===== config.mk =====
export PLATFORM = sky130hd
export DESIGN_NAME = seg_scan_ctrl
export DESIGN_NICKNAME = d
export VERILOG_FILES = /design/src/rtl/seg_scan_ctrl_pkg.sv /design/src/rtl/hex_to_7seg.sv /design/src/rtl/scan_tick_gen.sv /design/src/rtl/seg_scan_ctrl.sv
export SDC_FILE = /design/constraint.sdc
export NUM_CORES = 1
export LEC_CHECK = 0
export BUFFER_PORTS_ARGS = -buffer_cell sky130_fd_sc_hd__buf_4
export CAP_MARGIN = 20
export CORE_MARGIN = 1
export CORE_UTILIZATION = 35
export CTS_CLUSTER_SIZE = 25
export DETAILED_ROUTE_END_ITERATION = 8
export SLEW_MARGIN = 20
export SYNTH_ARGS = -nofsm -noshare
export SYNTH_HDL_FRONTEND = slang
export SYNTH_SLANG_ARGS = --single-unit

===== constraint.sdc =====
create_clock -name clk -period 2.8 [get_ports clk]
set_input_delay 0.14 -clock clk [delete_from_list [all_inputs] [get_ports clk]]
set_output_delay 0.14 -clock clk [all_outputs]
set_load 0.01 [all_outputs]

===== src/rtl/seg_scan_ctrl_pkg.sv =====
// Shared constants for the seven-segment scan path: glyph table, blank
// pattern and the digit-slot divider calculation.
package seg_pkg;

  // Segments ordered g..a, active-low; entry n is the glyph for hex digit n.
  localparam logic [15:0][6:0] HEX_SEG = {
    7'h0E, 7'h06, 7'h21, 7'h46,   // F E d C
    7'h03, 7'h08, 7'h10, 7'h00,   // b A 9 8
    7'h78, 7'h02, 7'h12, 7'h19,   // 7 6 5 4
    7'h30, 7'h24, 7'h79, 7'h40    // 3 2 1 0
  };

  localparam logic [6:0] SEG_OFF = 7'h7F;

  localparam int DIV_MIN = 4;

  // Clocks per digit slot; clamped so every slot keeps its dark guard clock
  // plus some lit time.
  function automatic int calc_div(int clk_hz, int refresh_hz, int n_digits);
    int d;
    d = clk_hz / (refresh_hz * n_digits);
    return (d < DIV_MIN) ? DIV_MIN : d;
  endfunction

endpackage


===== src/rtl/hex_to_7seg.sv =====
// Combinational hex nibble to active-low g..a segment decode.
module hex_to_7seg
  import seg_pkg::*;
(
  input  logic [3:0] nib,
  output logic [6:0] seg
);

  assign seg = HEX_SEG[nib];

endmodule


===== src/rtl/scan_tick_gen.sv =====
// Digit slot counter: counts 0..DIV-1 and flags the last count as the tick.
module scan_tick_gen #(
  parameter int DIV   = 12,
  parameter int CNT_W = $clog2(DIV)
) (
  input  logic             clk,
  input  logic             reset,
  output logic [CNT_W-1:0] slot_cnt,
  output logic             tick
);

  localparam logic [CNT_W-1:0] LAST = CNT_W'(DIV - 1);

  assign tick = (slot_cnt == LAST);

  always_ff @(posedge clk) begin
    if (!reset) slot_cnt <= '0;
    else        slot_cnt <= tick ? '0 : slot_cnt + 1'b1;
  end

endmodule


===== src/rtl/seg_scan_ctrl.sv =====
// N-digit multiplexed seven-segment scanner with shadowed frame-synchronous
// loading, leading-zero blanking, decimal points and PWM brightness.
module seg_scan_ctrl
  import seg_pkg::*;
#(
  parameter int N_DIGITS         = 8,
  parameter int CLK_HZ           = 100_000_000,
  parameter int REFRESH_HZ       = 60,
  parameter int BRIGHT_W         = 4,
  parameter bit ANODE_ACTIVE_LOW = 1'b1
) (
  input  logic                  clk,
  input  logic                  reset,
  input  logic [4*N_DIGITS-1:0] data,
  input  logic [N_DIGITS-1:0]   dp_in,
  input  logic [N_DIGITS-1:0]   digit_en,
  input  logic                  blank_lz,
  input  logic [BRIGHT_W-1:0]   bright,
  input  logic                  load,
  output logic [N_DIGITS-1:0]   a,
  output logic [6:0]            cathodes,
  output logic                  dp,
  output logic                  frame_done
);

  localparam int DIV   = calc_div(CLK_HZ, REFRESH_HZ, N_DIGITS);
  localparam int CNT_W = $clog2(DIV);
  localparam int IDX_W = (N_DIGITS > 1) ? $clog2(N_DIGITS) : 1;

  localparam logic [IDX_W-1:0]    LAST_IDX  = IDX_W'(N_DIGITS - 1);
  localparam logic [N_DIGITS-1:0] ANODE_OFF = ANODE_ACTIVE_LOW ? '1 : '0;

  logic [CNT_W-1:0]    slot_cnt;
  logic                tick;
  logic                boundary;
  logic [IDX_W-1:0]    idx;
  logic [BRIGHT_W-1:0] pwm_cnt;
  logic                pending;

  logic [4*N_DIGITS-1:0] sh_data;
  logic [N_DIGITS-1:0]   sh_dp;
  logic [N_DIGITS-1:0]   sh_en;

  logic [N_DIGITS-1:0] blank_mask;
  logic [N_DIGITS-1:0] sel;
  logic [3:0]          cur_nib;
  logic [6:0]          glyph;
  logic                pwm_on;
  logic                lit;

  scan_tick_gen #(
    .DIV   (DIV),
    .CNT_W (CNT_W)
  ) u_tick (
    .clk      (clk),
    .reset    (reset),
    .slot_cnt (slot_cnt),
    .tick     (tick)
  );

  assign boundary = tick && (idx == LAST_IDX);

  // Digit index, PWM phase and shadow capture. Shadows only change on the
  // frame boundary so a frame is always drawn from a single snapshot.
  always_ff @(posedge clk) begin
    if (!reset) begin
      idx     <= '0;
      pwm_cnt <= '0;
      pending <= 1'b0;
      sh_data <= '0;
      sh_dp   <= '0;
      sh_en   <= '0;
    end else begin
      pwm_cnt <= pwm_cnt + 1'b1;
      if (tick) idx <= (idx == LAST_IDX) ? '0 : idx + 1'b1;
      if (boundary && (pending || load)) begin
        sh_data <= data;
        sh_dp   <= dp_in;
        sh_en   <= digit_en;
        pending <= 1'b0;
      end else if (load) begin
        pending <= 1'b1;
      end
    end
  end

  // A digit above 0 goes dark when it and every digit to its left are zero.
  for (genvar i = 0; i < N_DIGITS; i++) begin : g_lz
    if (i == 0) begin : g_d0
      assign blank_mask[i] = 1'b0;
    end else begin : g_dn
      assign blank_mask[i] = blank_lz && (sh_data[4*N_DIGITS-1:4*i] == '0);
    end
  end

  assign cur_nib = sh_data[idx*4 +: 4];

  hex_to_7seg u_dec (
    .nib (cur_nib),
    .seg (glyph)
  );

  assign pwm_on = (&bright) || (pwm_cnt < bright);
  // Slot count 0 is the guard clock right after a digit change: no anode
  // is driven while the cathodes swap patterns.
  assign lit    = (slot_cnt != '0) && sh_en[idx] && !blank_mask[idx] && pwm_on;
  assign sel    = N_DIGITS'(1) << idx;

  always_ff @(posedge clk) begin
    if (!reset) begin
      a          <= ANODE_OFF;
      cathodes   <= SEG_OFF;
      dp         <= 1'b1;
      frame_done <= 1'b0;
    end else begin
      a          <= (lit ? sel : '0) ^ ANODE_OFF;
      cathodes   <= lit ? glyph : SEG_OFF;
      dp         <= lit ? ~sh_dp[idx] : 1'b1;
      frame_done <= boundary;
    end
  end

endmodule

Word level (Yosys, flattened, before mapping)
Memory sizes are Yosys's and may differ from the RTL's. A register that Yosys moved wholly into a read port is not among the register bits.
Index checks and enable logic that the tools add are counted.
{"block": "classes", "add_sub_neg": 3, "n_lt_le_gt_ge": 2, "n_eq_ne": 2, "n_shift": 2, "mux": 8, "n_bitwise": 3, "n_reduce_logical": 28}
{"operator": "32-bit by 6-bit variable part select with 4-bit output", "n": 1}
{"operator": "28-bit logical NOT", "n": 1}
{"operator": "24-bit logical NOT", "n": 1}
{"operator": "20-bit logical NOT", "n": 1}
{"operator": "18-bit by 1-bit adder with 18-bit output, second input constant", "n": 1}
{"operator": "18-bit == test, second input constant", "n": 1}
{"operator": "18-bit nonzero test", "n": 1}
{"operator": "16-bit logical NOT", "n": 1}
{"operator": "1-bit logical AND", "n": 12}
{"operator": "12-bit logical NOT", "n": 1}
{"operator": "1-bit binary-select mux with 3-bit select", "n": 3}
{"operator": "8-bit logical NOT", "n": 1}
{"operator": "8-bit 2-to-1 mux", "n": 1}
{"operator": "8-bit NOT", "n": 1}
{"operator": "1-bit by 3-bit << shifter with 8-bit output, first input constant", "n": 1}
{"operator": "4-bit by 1-bit adder with 4-bit output, second input constant", "n": 1}
{"operator": "4-bit logical NOT", "n": 1}
{"operator": "3-bit by 4-bit less-than comparator with 1-bit output, second input constant", "n": 1}
{"operator": "4-bit less-than comparator", "n": 1}
{"operator": "4-bit AND reduction", "n": 1}
{"operator": "2-bit OR reduction", "n": 2}
{"operator": "3-bit by 1-bit adder with 3-bit output, second input constant", "n": 1}
{"operator": "3-bit == test, second input constant", "n": 1}
{"operator": "1-bit 2-to-1 mux", "n": 3}
{"operator": "other kinds (5)", "n": 8}
{"block": "word_totals", "regBits": 84, "romBits": 112, "in_bits": 56, "output_inout_bits": 17, "word_cells": 59, "mem_count": 1}
{"name": "(no name shown)", "words": 16, "width": 7, "rd": 1, "rd_clocked_by_memory_dff": 1, "write_ports": 0, "line_no": "hex_to_7seg.sv:9", "text": "assign seg = HEX_SEG[nib];"}

Longest topological paths before layout
Gate-level depths: netlist (run 1).
{"block": "logic_depth", "depth_word": 9, "depth_mapped": 10}

Modules after synthesis
From an unflattened synthesis (run 1), not the netlist that was laid out.
{"block": "hier_totals", "hier_cells": 483, "area_unflattened_um2": 4384.2}
{"module": "seg_scan_ctrl", "instances": 1, "cells_per_inst": 352, "area_per_inst_um2": 3244.4, "seq_area_each_um2": 1461.4}
{"module": "scan_tick_gen", "instances": 1, "cells_per_inst": 99, "area_per_inst_um2": 864.6, "seq_area_each_um2": 360.3}
{"module": "hex_to_7seg", "instances": 1, "cells_per_inst": 32, "area_per_inst_um2": 275.3, "seq_area_each_um2": 0.0}

Worst setup path after synthesis (run 1)
OpenSTA, ideal clock, no wires.
{"block": "synth_timing", "path_type": "register -> register", "start": "register idx[0]", "end": "register cathodes[1]", "setup_ns": 0.133, "arrival_time_ns": 2.284, "setup_slack_ns": 0.383, "stages_incl_launch_ff": 9, "period_less_slack_ns": 2.417, "path_cell_list": "dfxtp_1 buf_6 buf_6 mux4_2 mux2i_1 ha_1 mux2_1 a21oi_1 nand3_1"}
{"block": "synth_between", "elab_chain_len": 7, "elab_cells_between_ends": 11}
{"element": "start, declared", "line_no": "seg_scan_ctrl.sv:36", "text": "logic [IDX_W-1:0] idx;"}
{"element": "start signal, assigned", "line_no": "seg_scan_ctrl.sv:75", "text": "if (tick) idx <= (idx == LAST_IDX) ? '0 : idx + 1'b1;"}
{"element": "1-bit binary-select mux with 3-bit select", "line_no": "seg_scan_ctrl.sv:106", "text": "assign lit = (slot_cnt != '0) && sh_en[idx] && !blank_mask[idx] && pwm_on;"}
{"element": "1-bit 2-to-1 mux (not written as such)", "line_no": "seg_scan_ctrl.sv:106"}
{"element": "1-bit logical AND / 1-bit logical NOT (equally long branches)", "line_no": "seg_scan_ctrl.sv:106"}
{"element": "1-bit logical AND (2 in series)", "line_no": "seg_scan_ctrl.sv:106"}
{"element": "2-bit AND reduction (no line)"}
{"element": "1-bit logical NOT (no line)"}
{"element": "end, declared", "line_no": "seg_scan_ctrl.sv:21", "text": "output logic [6:0] cathodes,"}
Parallel ways exist; a longest one is shown, timed or not. The select of a mux whose other input is x is not followed.
A chain may end at the register's enable or synchronous reset.

Worst setup path after layout (run 1)
{"block": "layout_timing", "start": "register idx[0]", "end": "register cathodes[5]"}
Same word-level chain as after synthesis.

==> results of run 1 <==
metrics by stage:
stage	std cells	worst slack, ns
final	675	0.214
after detailed placement	660	0.205
after floorplan	466	0.383
after CTS	675	0.194
after global placement	660	0.323
after global routing	675	0.00317
state kept, by name, summed over array words and instances (netlist names):
register	count
pending	1
dp	1
sh_dp	8
u_tick.slot_cnt	18
sh_en	8
cathodes	7
idx	3
a	8
pwm_cnt	4
frame_done	1
sh_data	32
area by class of cell:
| class | count | area, um2 | share of cell area, % |
|---|---|---|---|
| repair buffers | 78 | 598 | 11.4 |
| clock inverters | 4 | 98.8 | 1.89 |
| multi-input cells | 336 | 2240 | 42.9 |
| well taps | 143 | 179 | 3.42 |
| flip-flops and latches | 91 | 1820 | 34.8 |
| clock buffers | 11 | 243 | 4.64 |
| inverters | 12 | 45.0 | 0.861 |
worst min-delay path by stage:
| stage | startpoint | endpoint | slack, ns | depth (start not counted) |
|---|---|---|---|---|
| after floorplan | data[0] | sh_data[0]$_SDFFE_PN0P_ | 0.28 | 2 |
| after global placement | data[30] | sh_data[30]$_SDFFE_PN0P_ | 0.40 | 3 |
| after detailed placement | data[30] | sh_data[30]$_SDFFE_PN0P_ | 0.40 | 3 |
| after CTS | data[30] | sh_data[30]$_SDFFE_PN0P_ | 0.05 | 3 |
| after global routing | data[29] | sh_data[29]$_SDFFE_PN0P_ | 0.05 | 3 |
| final | data[30] | sh_data[30]$_SDFFE_PN0P_ | 0.05 | 3 |
kinds of logic after synthesis:
group	Yosys count
AND/OR/NAND/NOR	206
buffers and inverters	39
AO/OA/AOI/OAI	70
flip-flops	91
XOR/XNOR	19
multiplexers	23
adder cells (fa/ha/maj)	18
worst reg2reg max path: stages (launching register included):
cell and delay (ns):
dfxtp_1 0.57, mux4_2 0.57, mux2i_1 0.41, inv_2 0.12, ha_1 0.26, mux2_1 0.30
nand2_1 0.07, o2111ai_1 0.12
layout by cell type, fill, tap and decap left out, drive strengths merged, types with 3 or more instances in the layout:
cell type,n
nand2b,3
nor4,11
nor3,5
mux2,5
nand3,15
and2,4
clkbuf,11
bufinv,3
nand4,12
xor2,12
o2111ai,5
ha,18
and3,3
o21ai,3
inv,12
nor2,27
a21oi,6
nand2,115
a21boi,49
mux4,12
mux2i,6
dfxtp,91
xnor2,7
buf,78
per-layer routing:
layer / GRT usage, % / part of all wire [%]
met2: 26.7 / 45
met3: 3.19 / 3.9
met5: 0 / 0
met4: 8.09 / 2.6
met1: 22.5 / 49
power by group:
group | internal [mW] | total, mW | switching, mW
registers | 1.30 | 1.31 | 0.00892
logic | 0.0772 | 0.121 | 0.0441
clock network | 0.894 | 1.38 | 0.487
==> flow_summary.toml, run 1 <==
[status]
status = "completed"

[place]
dp_hpwl_mm = 7.13
place_area_um2 = 4890
port_buffers = 72
place_congestion = 0.857

[floorplan]
dieHeight_um = 112
ios = 73
dieArea_um2 = 12600
core_area_um2 = 11700
start_util_pct = 36.6
rows = 39
dieWidth_um = 112

[clocking]
cts.sinks = 91
hold_buffers = 0
postCtsSetupRepairBufs = 0
cts_buffers = 9
cts.reportedPaths.clkPinSlew_ns = 0.06
cts_buffer_depth = 2
cts_tree = "done"
insertion_delay_ns = 0.33
postCtsResizedCells = 0
h-tree-depth = 3
cts-root-buf = "clkbuf_16"

[timing]
slew_headroom_pct = 40.0
slew_violations = 0
worstMarginPinSlew_ns = 0.894
period_share_pct = 92.4
skew_ns = 0.00563
setup_viol = 0
holdWs_ns = 0.0494
min_period_ns = 2.59
hold_violations = 0
setup_tns_ns = 0
rsz0062_at_grt = "no"
clock.fmax_ghz = 0.387

[global_route]
antenna_found_initial = 0
grt_pass1_vias = 3447
grt_start_max_net_pins = 60
grt_pass1_wl_mm = 16.9
grt_remaining_overflow = 0
grt_util_all_layers_pct = 16.9

[setup_path]
crit_start = "idx[0]$_SDFFE_PN0P_"
worst-path-stages = 7
path_buf_inv = 1
crit_family = "multiplexers"
cp_slowest_cell = "dfxtp_1"
crit_arrival_ns = 2.75
worstPathRequired_ns = 2.96
crit_path_end_kind = "flip-flop"
reg2reg_depth = 7
crit_path_end = "cathodes[5]$_SDFF_PN1_"
r2r-end = "cathodes[5]$_SDFF_PN1_"
critPathMaxStageDelay_ns = 0.57
startpoint_type = "flip-flop"
path_class = "flip-flop to flip-flop"
path_cells = "mux4_2 -> mux2i_1 -> inv_2 -> ha_1 -> mux2_1 -> nand2_1 -> o2111ai_1"
reg2reg_slack_ns = 0.21
cp_max_fo = 7
r2r_start = "idx[0]$_SDFFE_PN0P_"

[power]
total_power_mw = 2.81
p_per_area_nw_per_um2 = 538
ir_worst_vdd_v = 0.000221
leakage_nw = 1.99

[layout]
design_area_um2 = 5230
fin_nets = 602
syn_to_final_growth_pct = 22.6
layout-drive-gt1-share_pct = 21.2
diodes = 0
final_core_utilization_pct = 44.8
nFillCells = 1109

[detailed_routing]
avgRoutedWirePerCell_um = 14.5
totalWireLength_mm = 9.75
ant_nets = 0
drt_iter0_drc = 160
viasPerCell = 5.06
dr.pass1.iters = 4
drc = 0
num_vias = 3417

[logic_synthesis]
synthFlopType = "dfxtp_1"
synth.distinct_cells = 46
synthAdderAreaFrac_pct = 5.28
synthMuxAreaShare_pct = 9.65
synth_top_family_by_area = "simple AND/OR/NAND/NOR gates"
synth_top_area_cell = "dfxtp_1"
synth.avg_cell_area_um2 = 9.15
netlist_area_um2 = 4260
yosys.area_share.simple_pct = 21.7
ys_warn_count = 0
synth_edf_count = 0
ys_async_sr_fraction_pct = 0
ys_top_cells_by_count = "nand2_1, dfxtp_1, a21boi_1"
synth_xor_area_share_pct = 3.90
synth_area_leaders = "dfxtp_1, nand2_1, a21boi_1"
syn_nets = 540
yosysTopAreaCellShare_pct = 42.7
synth.most_common_cell = "nand2_1"
synth-seq-cells = 91
seq_area_frac_synth_pct = 42.7
synth_compound_area_share_pct = 12.1
synthCells = 466

[hold_path]
hold_path_class = "input port to flip-flop"

[flow_run]
maxCapViolations = 0
No activity file was read; power rests on OpenSTA's default activity.
==> run 2: changes to the inputs <==
PLACE_DENSITY_LB_ADDON = 0.2   (was default)
RECOVER_POWER = 50   (was default)
==> flow_summary.toml, run 2 (synthesis gave the netlist of run 1 again) <==
[detailed_routing]
viasPerCell = 5.07
met1_length_mm = 5.01
avgRoutedWirePerCell_um = 14.2
ant_nets = 0
num_vias = 3431
top_layer = "met4"
wl_met2_mm = 4.11
dr_wl_met3_um = 387
drt_iter0_drc = 157
dr.pass1.iters = 4
totalWireLength_mm = 9.62
drc = 0

[status]
status = "completed"

[timing]
setup_tns_ns = 0
slew_violations = 0
rsz0062_at_grt = "no"
setup_ws_ns = 0.259
clock.fmax_ghz = 0.394
min_period_ns = 2.54
period_share_pct = 90.7
slew_headroom_pct = 22.0
worstMarginPinSlew_ns = 1.17
setup_viol = 0
skew_ns = 0.0129
hold_violations = 0

[setup_path]
path_buf_inv = 1
cp_max_fo = 11
crit_arrival_ns = 2.68
startpoint_type = "flip-flop"
crit_path_end_kind = "flip-flop"
crit_family = "multiplexers"
cp_slowest_cell = "mux4_2"
worstPathRequired_ns = 2.94
path_cells = "clkbuf_2 -> mux4_2 -> mux2i_4 -> mux2_1 -> nand2_1 -> o2111ai_1"
path_class = "flip-flop to flip-flop"
crit_start = "idx[0]$_SDFFE_PN0P_"
r2r_start = "idx[0]$_SDFFE_PN0P_"
critPathMaxStageDelay_ns = 0.59

[clocking]
cts.reportedPaths.clkPinSlew_ns = 0.07
cts_buffer_depth = 2
postCtsSetupRepairBufs = 0
h-tree-depth = 3
cts.sinks = 91
insertion_delay_ns = 0.34
cts_buffers = 9
hold_buffers = 0
cts-root-buf = "clkbuf_16"
cts_tree = "done"

[layout]
layout-drive-gt1-share_pct = 18.4
syn_to_final_growth_pct = 21.4
seqCellArea_um2 = 1820
diodes = 0
layout_commonest_cell = "nand2_1"
fin_nets = 603
fin_cells = 677
nFillCells = 1168
largest_register = "sh_data"
top_regs = "sh_data: 32 flops, u_tick.slot_cnt: 18 flops"
largest_reg_flops = 32
final_core_utilization_pct = 44.4
multi_input_area_um2 = 2240
final_cell_mix = "nand2_1, dfxtp_1, buf_4, a21boi_1, nor2_1"

[power]
switching_share_pct = 20.6
seq_power_share_pct = 45.9
clockPowerShare_pct = 50.0
p_comb_share_pct = 4.2
power_switching_mw = 0.588
leakage_nw = 1.94
p_per_area_nw_per_um2 = 552
internal_power_mw = 2.27
ir_worst_vdd_v = 0.000318

[floorplan]
rows = 39
core_area_um2 = 11700
dieHeight_um = 112
dieArea_um2 = 12600
dieWidth_um = 112
ios = 73
start_util_pct = 36.6

[flow_run]
maxCapViolations = 0

[global_route]
grt_util_all_layers_pct = 16.0
grt_remaining_overflow = 0
antenna_found_initial = 0
grt_start_max_net_pins = 49
grt_pass1_wl_mm = 16.0
grt_pass1_vias = 3255

[place]
port_buffers = 72
dp_cells = 661
place_congestion = 0.805
preCtsSetupSlack_ns = 0.177
dp_hpwl_mm = 6.96

[hold_path]
hold_path_class = "input port to flip-flop"
hp-start = "dp_in[2]"
run 2: worst paths after layout:
| path | to | slack (ns) | cells past startpoint |
|---|---|---|---|
| setup / recovery | cathodes[6]$_SDFF_PN1_ | 0.26 | 6 |
| hold / removal | sh_dp[2]$_SDFFE_PN0P_ | 0.04 | 3 |
| setup reg to reg | cathodes[6]$_SDFF_PN1_ | 0.26 | 6 |
| hold reg to reg | sh_en[4]$_SDFFE_PN0P_ | 0.45 | 2 |
run 2: per-layer routing:
layer | track usage [%] | vias to the layer above
li1 | - | 1727
met1 | 22.6 | 1621
met2 | 24.4 | 75
met3 | 2.92 | 8
met4 | 5.60 | 0
met5 | 0 | -
run 2: tightest hold or removal path: stages:
cell and delay (ns):
buf_4 0.11, nand2_1 0.05, a21boi_1 0.05
run 2: area by class of cell:
class                   instances  area share (%)
multi-input cells             336            43.2
inverters                      12           0.870
clock inverters                 7            2.51
clock buffers                   9            4.35
well taps                     143            3.46
flip-flops and latches         91            35.2
repair buffers                 79            10.3
run 2: per-stage QoR:
stage	instance area (um2)	power, mW	hold slack, ns
2_1_floorplan	4260	1.39	0.279
3_3_place_gp	4890	1.46	0.398
3_5_place_dp	4890	1.46	0.399
4_1_cts	5250	2.89	0.0373
5_1_grt	5170	2.96	0.0523
6_report	5170	2.86	0.0439
run 2: power groups by stage:
stage	Combinational (mW)	Clock, mW	Sequential [mW]
2_1_floorplan	0.0510	0	1.34
3_3_place_gp	0.120	0	1.34
3_5_place_dp	0.121	0	1.34
4_1_cts	0.121	1.45	1.31
5_1_grt	0.132	1.51	1.31
6_report	0.119	1.43	1.31
run 2: repair_timing:
action	in CTS	in global routing
endpoints found under the setup margin	0	1
resized for setup	0	1
hold endpoints to repair	0	0
